**src/rtl/sand_brush_ctrl.sv**
```systemverilog
`default_nettype none
// ============================================================================
// Module  : sand_brush_ctrl
// Brief   : Stamps a filled disc of one cell type into the falling-sand cell
//           memory through a request/grant write port.
// Revision: 1.0 - initial release
// ============================================================================
module sand_brush_ctrl #(
    parameter int GRID_W = 160,
    parameter int GRID_H = 120,
    parameter int ADDR_W = 15
) (
    input  logic              clock,
    input  logic              reset,
    input  logic              start,
    input  logic [7:0]        x,
    input  logic [7:0]        y,
    input  logic [7:0]        radius,
    input  logic [1:0]        cell_type,
    output logic              busy,
    output logic              done,
    output logic              mem_req,
    input  logic              mem_grant,
    output logic [ADDR_W-1:0] mem_addr,
    output logic [1:0]        mem_wdata,
    output logic              mem_we
);

    localparam logic [31:0] c_GRID_W = 32'(GRID_W);
    localparam logic [31:0] c_GRID_H = 32'(GRID_H);

    typedef enum logic [1:0] {
        S_IDLE = 2'd0,
        S_SCAN = 2'd1,
        S_DONE = 2'd2
    } state_t;

    state_t             r_state;
    state_t             w_state_next;

    logic [7:0]         r_x;
    logic [7:0]         r_y;
    logic [7:0]         r_radius;
    logic [1:0]         r_type;
    logic signed [8:0]  r_dx;
    logic signed [8:0]  r_dy;
    logic signed [8:0]  w_dx_next;
    logic signed [8:0]  w_dy_next;
    logic               w_load;

    logic signed [8:0]  w_r9;
    logic signed [8:0]  w_neg_r;
    logic signed [8:0]  w_neg_in;
    logic [9:0]         w_px;
    logic [9:0]         w_py;
    logic               w_px_ok;
    logic               w_py_ok;
    logic [8:0]         w_adx;
    logic [8:0]         w_ady;
    logic [16:0]        w_dx_sq;
    logic [16:0]        w_dy_sq;
    logic [17:0]        w_dist;
    logic [15:0]        w_r_sq;
    logic               w_in_disc;
    logic               w_valid;
    logic               w_req;
    logic [ADDR_W-1:0]  w_addr;

    // ------------------------------------------------------------------
    // Point geometry for the current (dx, dy) offset
    // ------------------------------------------------------------------
    assign w_r9     = $signed({1'b0, r_radius});
    assign w_neg_r  = -w_r9;
    assign w_neg_in = -$signed({1'b0, radius});

    // Two's-complement wrap in 10 bits gives the signed sum directly.
    assign w_px = {2'b00, r_x} + {r_dx[8], r_dx};
    assign w_py = {2'b00, r_y} + {r_dy[8], r_dy};

    assign w_px_ok = !w_px[9] && (32'(w_px[8:0]) < c_GRID_W);
    assign w_py_ok = !w_py[9] && (32'(w_py[8:0]) < c_GRID_H);

    assign w_adx   = r_dx[8] ? (~r_dx + 9'd1) : r_dx;
    assign w_ady   = r_dy[8] ? (~r_dy + 9'd1) : r_dy;
    assign w_dx_sq = 17'(w_adx) * 17'(w_adx);
    assign w_dy_sq = 17'(w_ady) * 17'(w_ady);
    assign w_dist  = 18'(w_dx_sq) + 18'(w_dy_sq);
    assign w_r_sq  = 16'(r_radius) * 16'(r_radius);

    assign w_in_disc = (w_dist <= 18'(w_r_sq));
    assign w_valid   = w_px_ok && w_py_ok && w_in_disc;

    assign w_addr = ADDR_W'(w_py[8:0]) * ADDR_W'(GRID_W) + ADDR_W'(w_px[8:0]);

    // ------------------------------------------------------------------
    // State register and latched stamp parameters
    // ------------------------------------------------------------------
    always_ff @(posedge clock) begin
        if (reset) begin
            r_state  <= S_IDLE;
            r_x      <= 8'd0;
            r_y      <= 8'd0;
            r_radius <= 8'd0;
            r_type   <= 2'd0;
            r_dx     <= 9'sd0;
            r_dy     <= 9'sd0;
        end else begin
            r_state <= w_state_next;
            r_dx    <= w_dx_next;
            r_dy    <= w_dy_next;
            if (w_load) begin
                r_x      <= x;
                r_y      <= y;
                r_radius <= radius;
                r_type   <= cell_type;
            end
        end
    end

    // ------------------------------------------------------------------
    // Next state, scan stepping and outputs
    // ------------------------------------------------------------------
    always_comb begin
        w_state_next = r_state;
        w_dx_next    = r_dx;
        w_dy_next    = r_dy;
        w_load       = 1'b0;
        w_req        = 1'b0;
        busy         = 1'b0;
        done         = 1'b0;

        case (r_state)
            S_IDLE: begin
                if (start) begin
                    w_load       = 1'b1;
                    w_dx_next    = w_neg_in;
                    w_dy_next    = w_neg_in;
                    w_state_next = S_SCAN;
                end
            end
            S_SCAN: begin
                busy  = 1'b1;
                w_req = w_valid;
                // Grant only affects stepping, never the request itself.
                if (!w_valid || mem_grant) begin
                    if (r_dx == w_r9) begin
                        if (r_dy == w_r9) begin
                            w_state_next = S_DONE;
                        end else begin
                            w_dx_next = w_neg_r;
                            w_dy_next = r_dy + 9'sd1;
                        end
                    end else begin
                        w_dx_next = r_dx + 9'sd1;
                    end
                end
            end
            S_DONE: begin
                busy         = 1'b1;
                done         = 1'b1;
                w_state_next = S_IDLE;
            end
            default: begin
                w_state_next = S_IDLE;
            end
        endcase
    end

    assign mem_req   = w_req;
    assign mem_we    = w_req & mem_grant;
    assign mem_addr  = w_req ? w_addr : '0;
    assign mem_wdata = w_req ? r_type : 2'd0;

endmodule
`default_nettype wire
```
**config.mk**
```make
export PLATFORM = sky130hd
export DESIGN_NAME = sand_brush_ctrl
export DESIGN_NICKNAME = d
export VERILOG_FILES = /design/src/rtl/sand_brush_ctrl.sv
export SDC_FILE = /design/constraint.sdc
export NUM_CORES = 1
export LEC_CHECK = 0
export ABC_CLOCK_PERIOD_IN_PS = 24500
export BUFFER_PORTS_ARGS = -buffer_cell sky130_fd_sc_hd__buf_4
export CORE_MARGIN = 3
export CORE_UTILIZATION = 55
export CTS_BUF_LIST = sky130_fd_sc_hd__clkbuf_16
export DETAILED_ROUTE_END_ITERATION = 12
export PLACE_DENSITY_LB_ADDON = 0.2
export SLEW_MARGIN = 20
export SYNTH_ARGS = -nofsm -noshare
export SYNTH_HDL_FRONTEND = slang
export SYNTH_SLANG_ARGS = --single-unit
```
**constraint.sdc**
```tcl
create_clock -name clock -period 24.5 [get_ports clock]
set_input_delay 3.675 -clock clock [delete_from_list [all_inputs] [get_ports clock]]
set_output_delay 3.675 -clock clock [all_outputs]
set_load 0.03 [all_outputs]
```
==> impl_metrics.toml <==
[timing]
fin_skew_ps = 4.288
final_max_slew_viol_count = 0
period_needed_ps = 13550
setup_tns_ps = 0
fmax_mhz = 73.80
setup-violations-final = 0
finalCritPeriodShare = 0.5531
tightest_slew_ps = 893.4
finalHoldViolCount = 0
relSlewSlack = 0.4044
rsz0062_at_grt = "false"
fin_ws_ps = 10950

[setup_path]
reg2reg_to = "r_dy[8]"
critPathRequiredTime_ps = 20820
cpPeakStageDelay_ps = 730
start_kind = "register"
crit_fanout = 14
reg2regPathDepth = 38
setup.worst_path.start = "r_dx[0]"
crit_end = "mem_wdata[0]"
cpMostUsedCell = "inv_1"
arrival_ps = 9880
worstSetupEndpointType = "output pin"
reg2reg_from = "r_dx[0]"
critPathKind = "reg -> out"
r2r_slack_ps = 15060
worst_path_max_delay_cell = "dfxtp_1"

[placement]
gp_congestion = 0.8878
hpwl_um = 21180
dp_slack_ps = 11290
post-place-cells = 1655
portBuffers = 50

[clocking]
cts_sinks = 46
insertion_delay_ps = 290
cts_setup_buffers = 0
cts_resized = 0
clk_path_buf_depth = 2
htreeDepth = 2
root_buffer = "clkbuf_16"
cts_tree = "done"
path_clk_slew_ps = 70
ctsHoldBuffers = 0
cts_buffers = 5

[route]
wirelength_um = 25300
drt_iter0_drc = 462
drc_errors = 0
vias_per_cell = 5.489
first_pass_iters = 4
wl_per_cell_um = 15.21
antenna_left = 0
via_count = 9129

[floorplan]
core_mm2 = 0.01908
die_area_mm2 = 0.02151
die_h_um = 146.7
die_width_um = 146.7
start_util = 0.5702
io_pins = 51
row_count = 50

[yosys]
synthCells = 1375
synth.top_cell.area_share = 0.2035
yosys.area.top_type = "ha_1"
synth_ff_type = "dfxtp_1"
seq_area_frac_synth = 0.08464
ys_top_cells_by_area = "ha_1 20%, fa_1 18%, dfxtp_1 8.5%"
synth_edf_count = 0
synth.distinct_cells = 70
ys_async_sr_fraction = 0
synthesis.yosys.warnings = 0
synth_area_mm2 = 0.01088
ys_ff_latch = 46
syn_avg_cell_area_um2 = 7.913

[global_route]
grt_pass1_vias = 9015
grt-ovfl-total = 0
track_usage = 0.2378
grt_pass1_wl_um = 43050
antenna_found_initial = 0
grt_max_degree = 58

[layout]
mostFrequentLayoutCell = "inv_1"
layout.cells.non_filler = 1663
drive_gt1_frac = 0.05417
mostFrequentLayoutCells = "213 x inv_1, 177 x ha_1, 126 x nor2_1"
final_nets = 1707
final_util = 0.6070
antenna_cells = 0
synthToLayoutAreaGrowth_pct = 6.440

[worst_hold_path]
min_from = "r_type[0]"
hold_path_class = "reg -> reg"

[outcome]
status = "finished, final reports clean"

[run]
drv_cap = 0
-- cells in the mapped netlist, types with 4 or more instances --
cell and count:
or3_1 9, ha_1 177, or4_1 4, a311oi_1 5, clkbuf_1 24, a31oi_1 7, inv_1 213, o21bai_1 5
xnor2_1 87, o21a_1 9, nor2b_1 20, and2_1 27, nand3_1 23, nand4b_1 4, nor3_1 18, a21boi_0 5
o31ai_1 11, nor2_1 126, a21oi_1 93, buf_2 12, nand2b_1 18, nand2_1 120, o21ai_0 31, o41ai_1 6
dfxtp_1 46, o21ai_1 5, a21o_1 31, nand4_1 12, a311o_1 8, o22ai_1 6, fa_1 98, xor2_1 53
and3_1 8
-- per-stage QoR --
| stage | instance area [um^2] | hold slack [ps] |
|---|---|---|
| CTS | 11580 | 456.4 |
| global placement | 11430 | 446.2 |
| floorplan | 10920 | 431.7 |
| finish | 11580 | 453.9 |
| detailed placement | 11430 | 445.9 |
| global route | 11580 | 480.1 |
-- cell families (layout without fill, tap and decap cells) --
logic type	count (synthesis)	count (layout)	synth area share
other cells	2	12	0.0006902
buf+inv	259	277	0.09349
simple gates	404	404	0.1762
fa+ha+maj	275	275	0.3839
mux	3	3	0.002875
xor+xnor	140	140	0.1127
compound gates	246	246	0.1456
flops	46	46	0.08464
-- worst min-delay path by stage --
stage               slack (ps)  cells after the start        end
CTS                        460                      2  r_type[0]
finish                     450                      2  r_type[0]
detailed placement         450                      2  r_type[0]
global route               480                      2  r_type[0]
global placement           450                      2  r_type[0]
floorplan                  430                      2  r_type[0]
-- critical path: cells and delay by family (launching register included) --
family                     cells  cell delay [ps]
adders and majority gates      8             3220
AOI/OAI and AO/OA             12             2070
and+or+nand+nor                8             1490
buffers and inverters          8             1330
xor gates and xnor gates       3              740
DFF                            1              730
-- cell type report --
class / count / area [um^2]
tap: 260 / 325.3
timing repair buffer: 52 / 390.4
fill: 1815 / 7500
clock inverter: 3 / 25.02
multi-input combinational: 1080 / 8980
sequential: 46 / 920.9
clock buffer: 5 / 125.1
inverter: 217 / 814.5
-- layer usage --
metal,global-route usage,share of wire,vias to the layer above
met3,0.02390,0.038,30
met1,0.3187,0.46,4355
li1,-,-,4572
met4,0.03951,0.013,0
met2,0.4220,0.49,172
met5,0,0,-
-- state kept, by name, indices dropped and copies added (netlist names) --
name,flops
r_dx,9
r_dy,9
r_radius,8
r_state,2
r_type,2
r_x,8
r_y,8
Power is left out: the tool's default activity adds up to more than one toggle a clock period on the data nets, which glitch-free logic cannot reach.
